$ cat config.mk
export PLATFORM = sky130hd
export DESIGN_NAME = stopwatch_timer
export DESIGN_NICKNAME = d
export VERILOG_FILES = /design/src/rtl/stopwatch_timer.sv
export SDC_FILE = /design/constraint.sdc
export NUM_CORES = 1
export LEC_CHECK = 0
export CAP_MARGIN = 20
export CORE_MARGIN = 1.5
export CORE_UTILIZATION = 35
export CTS_BUF_LIST = sky130_fd_sc_hd__clkbuf_4 sky130_fd_sc_hd__clkbuf_8
export DETAILED_ROUTE_END_ITERATION = 12
export PLACE_DENSITY = 0.56
export SYNTH_ARGS = -nofsm -noshare
export SYNTH_HDL_FRONTEND = slang
export SYNTH_SLANG_ARGS = --single-unit
$ cat constraint.sdc
create_clock -name clk -period 6.1 [get_ports clk]
set_input_delay 0.915 -clock clk [delete_from_list [all_inputs] [get_ports clk]]
set_output_delay 0.915 -clock clk [all_outputs]
set_load 0.005 [all_outputs]
$ cat src/rtl/stopwatch_timer.sv
// Four-digit BCD stopwatch (SS.hh) driven by start/stop and lap/clear buttons.
// Define STOPWATCH_LAP_HOLD_EN to build in the LAP state that freezes the display.
module stopwatch_timer #(
  parameter int TICK_DIVIDE = 1_250_000
) (
  input  logic        clk,
  input  logic        rst,
  input  logic        btn_start_stop,
  input  logic        btn_lap_clear,
  output logic [15:0] number,
  output logic        running,
  output logic        lap_active,
  output logic        overflow
);

  localparam int PW = $clog2(TICK_DIVIDE);
  localparam logic [PW-1:0] PRESC_MAX = PW'(TICK_DIVIDE - 1);

  typedef enum logic [1:0] {
    IDLE  = 2'd0,
    RUN   = 2'd1,
    PAUSE = 2'd2
`ifdef STOPWATCH_LAP_HOLD_EN
    ,LAP  = 2'd3
`endif
  } state_t;

  state_t        state, state_nxt;
  logic [PW-1:0] presc, presc_nxt;
  logic [15:0]   count, count_nxt, num_nxt;
  logic          ovf_nxt, wrap, clear, tick, counting, running_nxt;

  logic ss_p0, ss_p1, ss_prev, ss_arm;
  logic lc_p0, lc_p1, lc_prev, lc_arm;
  logic rdy_p0, rdy_p1;
  logic ss_evt, lc_evt;

  function automatic logic [16:0] bcd_inc(input logic [15:0] v);
    logic [15:0] r;
    logic        c;
    r = v;
    c = 1'b1;
    for (int i = 0; i < 4; i++) begin
      if (c) begin
        if (r[i*4 +: 4] >= 4'd9) begin
          r[i*4 +: 4] = 4'd0;
        end else begin
          r[i*4 +: 4] = r[i*4 +: 4] + 4'd1;
          c = 1'b0;
        end
      end
    end
    return {c, r};
  endfunction

  // Stage boundary: button synchronizers and edge detectors. A button is only
  // armed once its synchronized level has been seen low after reset, so a
  // button held through reset release cannot fire.
  always_ff @(posedge clk or negedge rst) begin
    if (!rst) begin
      ss_p0   <= 1'b0;
      ss_p1   <= 1'b0;
      ss_prev <= 1'b0;
      ss_arm  <= 1'b0;
      lc_p0   <= 1'b0;
      lc_p1   <= 1'b0;
      lc_prev <= 1'b0;
      lc_arm  <= 1'b0;
      rdy_p0  <= 1'b0;
      rdy_p1  <= 1'b0;
    end else begin
      ss_p0   <= btn_start_stop;
      ss_p1   <= ss_p0;
      ss_prev <= ss_p1;
      ss_arm  <= ss_arm | (rdy_p1 & ~ss_p1);
      lc_p0   <= btn_lap_clear;
      lc_p1   <= lc_p0;
      lc_prev <= lc_p1;
      lc_arm  <= lc_arm | (rdy_p1 & ~lc_p1);
      rdy_p0  <= 1'b1;
      rdy_p1  <= rdy_p0;
    end
  end

  assign ss_evt = ss_p1 & ~ss_prev & ss_arm;
  assign lc_evt = lc_p1 & ~lc_prev & lc_arm;

  always_comb begin
    state_nxt = state;
    clear     = 1'b0;
    case (state)
      IDLE:  if (ss_evt) state_nxt = RUN;
      RUN: begin
        if (ss_evt) state_nxt = PAUSE;
`ifdef STOPWATCH_LAP_HOLD_EN
        else if (lc_evt) state_nxt = LAP;
`endif
      end
      PAUSE: begin
        if (ss_evt) begin
          state_nxt = RUN;
        end else if (lc_evt) begin
          state_nxt = IDLE;
          clear     = 1'b1;
        end
      end
`ifdef STOPWATCH_LAP_HOLD_EN
      LAP: begin
        if (ss_evt)      state_nxt = PAUSE;
        else if (lc_evt) state_nxt = RUN;
      end
`endif
      default: state_nxt = IDLE;
    endcase
  end

`ifdef STOPWATCH_LAP_HOLD_EN
  assign counting    = (state == RUN) || (state == LAP);
  assign running_nxt = (state_nxt == RUN) || (state_nxt == LAP);
`else
  assign counting    = (state == RUN);
  assign running_nxt = (state_nxt == RUN);
`endif
  assign tick = counting && (presc == PRESC_MAX);

  always_comb begin
    count_nxt = count;
    ovf_nxt   = overflow;
    wrap      = 1'b0;
    presc_nxt = presc;
    if (clear) begin
      count_nxt = 16'h0000;
      ovf_nxt   = 1'b0;
    end else if (tick) begin
      {wrap, count_nxt} = bcd_inc(count);
      if (wrap) ovf_nxt = 1'b1;
    end
    if (clear || state == IDLE) presc_nxt = '0;
    else if (tick)              presc_nxt = '0;
    else if (counting)          presc_nxt = presc + PW'(1);
  end

`ifdef STOPWATCH_LAP_HOLD_EN
  logic [15:0] lap_hold, lap_nxt;

  always_comb begin
    lap_nxt = lap_hold;
    if (state == RUN && state_nxt == LAP) lap_nxt = count_nxt;
    num_nxt = (state_nxt == LAP) ? lap_nxt : count_nxt;
  end

  always_ff @(posedge clk or negedge rst) begin
    if (!rst) begin
      lap_hold   <= 16'h0000;
      lap_active <= 1'b0;
    end else begin
      lap_hold   <= lap_nxt;
      lap_active <= (state_nxt == LAP);
    end
  end
`else
  assign num_nxt    = count_nxt;
  assign lap_active = 1'b0;
`endif

  // Stage boundary: state, counters and registered outputs.
  always_ff @(posedge clk or negedge rst) begin
    if (!rst) begin
      state    <= IDLE;
      presc    <= '0;
      count    <= 16'h0000;
      overflow <= 1'b0;
      number   <= 16'h0000;
      running  <= 1'b0;
    end else begin
      state    <= state_nxt;
      presc    <= presc_nxt;
      count    <= count_nxt;
      overflow <= ovf_nxt;
      number   <= num_nxt;
      running  <= running_nxt;
    end
  end

endmodule

==> key figures, run 1 <==
Clocking
  • Clk buf depth: 2
  • CTS tree: built
  • Clock root cell: clkbuf_8
  • Clock sink count: 51
  • H-tree depth: 2
  • Clock latency on the worst-skew pair: 0.32 ns
  • Reg clk slew, reported paths: 0.11 ns
  • Post-CTS Setup Bufs: 0
  • Num CTS Buffers: 5
  • Hold_buf cts: 0
  • Post_cts resized: 0

Worst setup path
  • CP startpoint kind: flip-flop
  • Slowest stage cell, crit path: or4_4
  • Max stage delay on crit path: 0.67 ns
  • Arr. time, crit path: 2.76 ns
  • WP data required: 6.31 ns
  • CP max FO: 14
  • Crit path kind: reg -> reg
  • Worst-path cell chain: or4b_1, nand4b_1, or4_4, o211a_1
  • Crit end category: flip-flop

Cells and area
  • Layout Area Growth over Synthesis: 12.5%
  • Final nets: 335
  • Layout cells sized above 1: 0.0909
  • Fillers: 812
  • Multi-input logic area: 0.00155 sq mm
  • Antenna fix cells: 0
  • Storage element area: 0.00128 sq mm

STA
  • Hold Slack: 0.358 ns
  • Slew Limit Fails: 0
  • Final setup vio count: 0
  • RSZ-0062 raised after global routing: false
  • Tcrit/Tclk final: 0.418
  • Clock Skews: 0.0122 ns
  • Final Hold Fails: 0
  • Minimum clock period: 2.55 ns
  • Worst-Margin Slew: 0.787 ns
  • TNS Setup: 0 ns
  • Worst slew margin relative to its limit: 0.475
  • Max Fclk: 0.392 GHz

Pwr
  • Leak pwr: 1.22 nW
  • Max IR drop VDD: 113 uV
  • Power Density: 209 mW/mm^2

Detailed routing
  • DR DRC count: 0
  • Post-route antenna net violation count: 0
  • Via count: 2494
  • Vias per cell: 5.88
  • Detailed Route WL: 6700 um
  • DRT Pass-1 Iters: 4
  • Routed WL per cell: 15.8 um
  • 1st-iter DRT viols: 156

Floorplan
  • Cell Rows: 33
  • Boundary pin count: 23
  • Core area: 0.00822 sq mm
  • Horiz. Die Dim: 95.1 um
  • Die footprint: 0.00905 sq mm
  • Initial Utilization: 0.362
  • DIE HEIGHT: 95.1 um

Yosys
  • Mapped cell area: 0.00297 sq mm
  • Distinct cells, synth: 46
  • Post-synth top flop: dfrtp_1
  • Synth Register Bits: 51
  • Number of synthesized flops with an enable pin: 0
  • Cell with the most instances after synthesis: dfrtp_1
  • Synth warnings: 0
  • Share of the synthesized area in the top cell type: 0.429
  • Syn avg cell area: 9.71 sq um
  • Mapped Cells: 306
  • Post-synth ARST share: 1.00
  • Post-synth top area cell: dfrtp_1
  • Synthesized net count: 323
  • Largest cells by area after synthesis: dfrtp_1 (43%), o31ai_1 (5.6%), ha_1 (5.5%)
  • Post-synth top cells: dfrtp_1 (51), o31ai_1 (22), a21oi_1 (20), nand2_1 (18)
  • Register area share after synthesis: 0.429

Global route
  • Congestion Overflow GR: 0
  • First-pass GRT wire length: 11700 um
  • Vias in the first global route: 2392
  • Initial antenna violation count: 0
  • Largest net degree at the start of global routing: 52
  • Total track usage: 0.161

Job
  • Max-Cap Viols: 0

Placement
  • RD Place Congestion: 0.827
  • Detailed Place HPWL: 4460 um
  • Port bufs: 21

Min path
  • Worst hold path type: reg -> reg

Outcome
  • Status: finished clean
==> metrics by stage <==
step / instance area, sq um / worst slack [ns] / cells / util / total power [W]
6_report: 3340 / 3.55 / 424 / 0.407 / 0.000699
5_1_grt: 3340 / 3.35 / 424 / 0.407 / 0.000733
4_1_cts: 3340 / 3.55 / 424 / 0.407 / 0.000708
3_5_place_dp: 3250 / 3.59 / 416 / 0.396 / 0.000497
3_3_place_gp: 3250 / 3.61 / 416 / 0.396 / 0.000497
2_1_floorplan: 2970 / 4.00 / 306 / - / 0.000454
==> final timing paths <==
path / from / to / slack (ns) / depth (start not counted)
setup / recovery: presc[4] / count[15] / 3.55 / 4
hold / removal: ss_p0 / ss_p1 / 0.36 / 0
setup reg to reg: presc[4] / count[15] / 3.55 / 4
hold reg to reg: ss_p0 / ss_p1 / 0.36 / 0
max in group asynchronous: rst / state[1] / 4.94 / 2
min in group asynchronous: rst / presc[15] / 0.70 / 2
==> power by group <==
group,internal (W),switching (W)
sequential,0.000355,0.0000200
clock,0.0000839,0.000125
combinational,0.0000335,0.0000809
total,0.000472,0.000226
==> cell families (layout without fill, tap and decap cells) <==
family / count (synthesis) / count (layout) / synth area share
and+or+nand+nor: 115 / 115 / 0.240
adders and majority gates: 13 / 13 / 0.0547
AOI/OAI and AO/OA: 87 / 87 / 0.215
DFF: 51 / 51 / 0.429
muxes: 2 / 2 / 0.00674
other: 2 / 2 / 0.00253
buffers and inverters: 36 / 49 / 0.0522
==> layer usage <==
metal	GRT usage	vias up	share of wire	wire length [um]
li1	-	1203	-	-
met1	0.221	1231	0.48	3230
met2	0.266	56	0.48	3190
met3	0.0247	4	0.039	259
met4	0.0361	0	0.0031	21
met5	0	-	0	0
==> worst max-delay path, delay by kind of cell (launching register included) <==
| kind | cells | cell delay (ns) |
|---|---|---|
| and+or+nand+nor | 3 | 1.81 |
| DFF | 1 | 0.49 |
| AOI/OAI and AO/OA | 1 | 0.14 |
==> registers in the layout (all words and copies together) (netlist names) <==
register  count
running       1
lc_prev       1
lc_arm        1
presc        21
rdy_p0        1
lc_p0         1
ss_p0         1
lc_p1         1
count        16
ss_p1         1
state         2
rdy_p1        1
ss_prev       1
ss_arm        1
overflow      1
==> area by class of cell <==
type                    instances  area share
multi-input cells             219       0.463
flip-flops and latches         51       0.382
repair buffers                 25      0.0703
well taps                     105      0.0393
clock buffers                   5      0.0206
inverters                      16      0.0180
clock inverters                 3     0.00748
==> layout by cell type, fill, tap and decap left out, drive strengths merged, types with 2 or more instances in the layout <==
| cell type | count |
|---|---|
| dfrtp | 51 |
| o31ai | 22 |
| a21oi | 21 |
| clkdlybuf4s50 | 20 |
| a211oi | 20 |
| nand2 | 18 |
| inv | 18 |
| or4 | 17 |
| nand4 | 16 |
| ha | 13 |
| nand3 | 12 |
| nor2 | 9 |
| o21ai | 9 |
| or3 | 7 |
| o41ai | 5 |
| clkbuf | 5 |
| nor4 | 5 |
| and3 | 5 |
| buf | 5 |
| nand2b | 4 |
| or3b | 4 |
| nand4b | 3 |
| and4 | 3 |
| and3b | 2 |
| mux2i | 2 |
| a21o | 2 |
| nor4bb | 2 |
| nor3b | 2 |
| a21boi | 2 |
| nor3 | 2 |
| conb | 2 |
| o32ai | 2 |
Note: power is estimated with default switching activity, not from simulation.
==> run 2, diff against run 1 <==
==> constraint.sdc (replaced) <==
create_clock -name clk -period 2.5 [get_ports clk]
set_input_delay 0.375 -clock clk [delete_from_list [all_inputs] [get_ports clk]]
set_output_delay 0.375 -clock clk [all_outputs]
set_load 0.005 [all_outputs]
==> run 2 against run 1 <==
  * Sequential cell count stayed put
  * Fmax is 9.9% higher
  * Global-route usage is 0.89 points higher
  * Worst setup slack worse by 3.4 ns
  * Count of clock-buffer cells in the layout stayed put
  * Combinational power grew to 2.7 times the previous value
  * Non-clock buffer count is 13 higher
  * Highest routed layer unchanged
  * Final area is 3.0% higher
==> key figures, run 2 (same netlist as run 1, synthesis figures left out) <==
Clocking
  • Reg clk slew, reported paths: 0.11 ns
  • Num CTS Buffers: 5
  • Clock latency on the worst-skew pair: 0.31 ns
  • H-tree depth: 2
  • Hold_buf cts: 0
  • Post-CTS Setup Bufs: 0
  • Post_cts resized: 0
  • CTS tree: built
  • Clock sink count: 51
  • Clock root cell: clkbuf_8
  • Clk buf depth: 2

Job
  • Max-Cap Viols: 0

Detailed routing
  • Vias per cell: 5.74
  • Via count: 2509
  • Routed WL per cell: 15.7 um
  • DRT Pass-1 Iters: 4
  • Detailed Route WL: 6850 um
  • 1st-iter DRT viols: 102
  • Post-route antenna net violation count: 0
  • DR DRC count: 0

Pwr
  • Leak pwr: 1.29 nW
  • Power Density: 507 mW/mm^2
  • Max IR drop VDD: 343 uV

Global route
  • Total track usage: 0.170
  • Congestion Overflow GR: 0
  • Initial antenna violation count: 0
  • Largest net degree at the start of global routing: 41
  • Vias in the first global route: 2461
  • First-pass GRT wire length: 12200 um

Worst setup path
  • CP max FO: 9
  • Crit path kind: reg -> reg
  • Max stage delay on crit path: 0.62 ns
  • Crit end category: flip-flop
  • Worst-path cell chain: or3_1, or4_1, or4_4, o211a_1
  • WP data required: 2.70 ns
  • CP startpoint kind: flip-flop
  • Slowest stage cell, crit path: or4_1
  • Setup slack, reg-to-reg: 0.18 ns
  • Arr. time, crit path: 2.52 ns

STA
  • Worst-Margin Slew: 0.748 ns
  • Worst slew margin relative to its limit: 0.494
  • Slew Limit Fails: 0
  • RSZ-0062 raised after global routing: false
  • TNS Setup: 0 ns
  • Setup WS post-layout: 0.177 ns
  • Final Hold Fails: 0
  • Minimum clock period: 2.32 ns
  • Final setup vio count: 0
  • Clock Skews: 0.0132 ns
  • Max Fclk: 0.431 GHz
  • Tcrit/Tclk final: 0.929

Cells and area
  • Layout Area Growth over Synthesis: 15.9%
  • Most frequent cells in the layout: dfrtp_1 (51), o31ai_1 (22), a21oi_1 (20), clkdlybuf4s50_1 (20), nand2_1 (18)
  • Commonest non-fill, non-tap cell in the layout: dfrtp_1
  • Final nets: 348
  • Fillers: 814
  • Largest regs: presc: 21 flops, count: 16 flops, state: 2 flops
  • Largest reg by FF count: presc
  • Final Non-Filler Cells: 437
  • Layout cells sized above 1: 0.123
  • Max FFs per register: 21
  • Antenna fix cells: 0

Min path
  • Worst hold path type: in -> async

Placement
  • Placed Cells: 429
  • Detailed Place HPWL: 4850 um
  • Pre-CTS setup slack: 0.209 ns
  • Port bufs: 21
  • RD Place Congestion: 0.822

Floorplan
  • Initial Utilization: 0.362
  • Boundary pin count: 23
  • DIE HEIGHT: 95.1 um
  • Horiz. Die Dim: 95.1 um
  • Core area: 0.00822 sq mm
  • Cell Rows: 33
  • Die footprint: 0.00905 sq mm

Outcome
  • Status: finished clean
==> run 2: area by class of cell <==
cell class	instances	area, sq um	area share
clock buffers	5	68.8	0.0200
clock inverters	3	28.8	0.00835
inverters	16	60.1	0.0174
multi-input cells	219	1550	0.449
flip-flops and latches	51	1280	0.371
well taps	105	131	0.0381
repair buffers	38	333	0.0966
==> run 2: worst paths after layout <==
path / cells after the start / from / end
min in group clk: 0 / lc_p0 / lc_p1
hold reg to reg: 0 / lc_p0 / lc_p1
hold / removal: 1 / rst / count[8]
setup reg to reg: 4 / presc[10] / count[15]
setup / recovery: 4 / presc[10] / count[15]
max in group asynchronous: 2 / rst / presc[17]
==> run 2: critical path: cells and delay by family (launching register included) <==
family | cells | cell delay (ns)
compound gates | 1 | 0.15
simple gates | 3 | 1.62
flops | 1 | 0.44
==> run 2: metal layers <==
metal  global-route usage  share of wire  vias to the layer above
met3               0.0247          0.025                        4
met4               0.0361         0.0060                        0
li1                     -              -                     1230
met1                0.228           0.48                     1232
met5                    0              0                        -
met2                0.289           0.49                       43
==> run 2: stage by stage <==
stage                      util  area, sq um  power (W)  hold WS, ns
final                     0.419         3440    0.00175       0.0848
after global routing      0.419         3440    0.00185        0.132
after CTS                 0.419         3440    0.00177        0.103
after detailed placement  0.407         3350    0.00125        0.336
after global placement    0.407         3350    0.00124        0.332
after floorplan               -         2970    0.00111       0.0794
==> run 2: power by group <==
group,leakage [nW],switching (W),total [W],internal [W]
Sequential,0.678,0.0000494,0.000915,0.000866
Clock,0.0502,0.000312,0.000520,0.000208
Combinational,0.563,0.000205,0.000310,0.000106
Total,1.29,0.000566,0.00175,0.00118
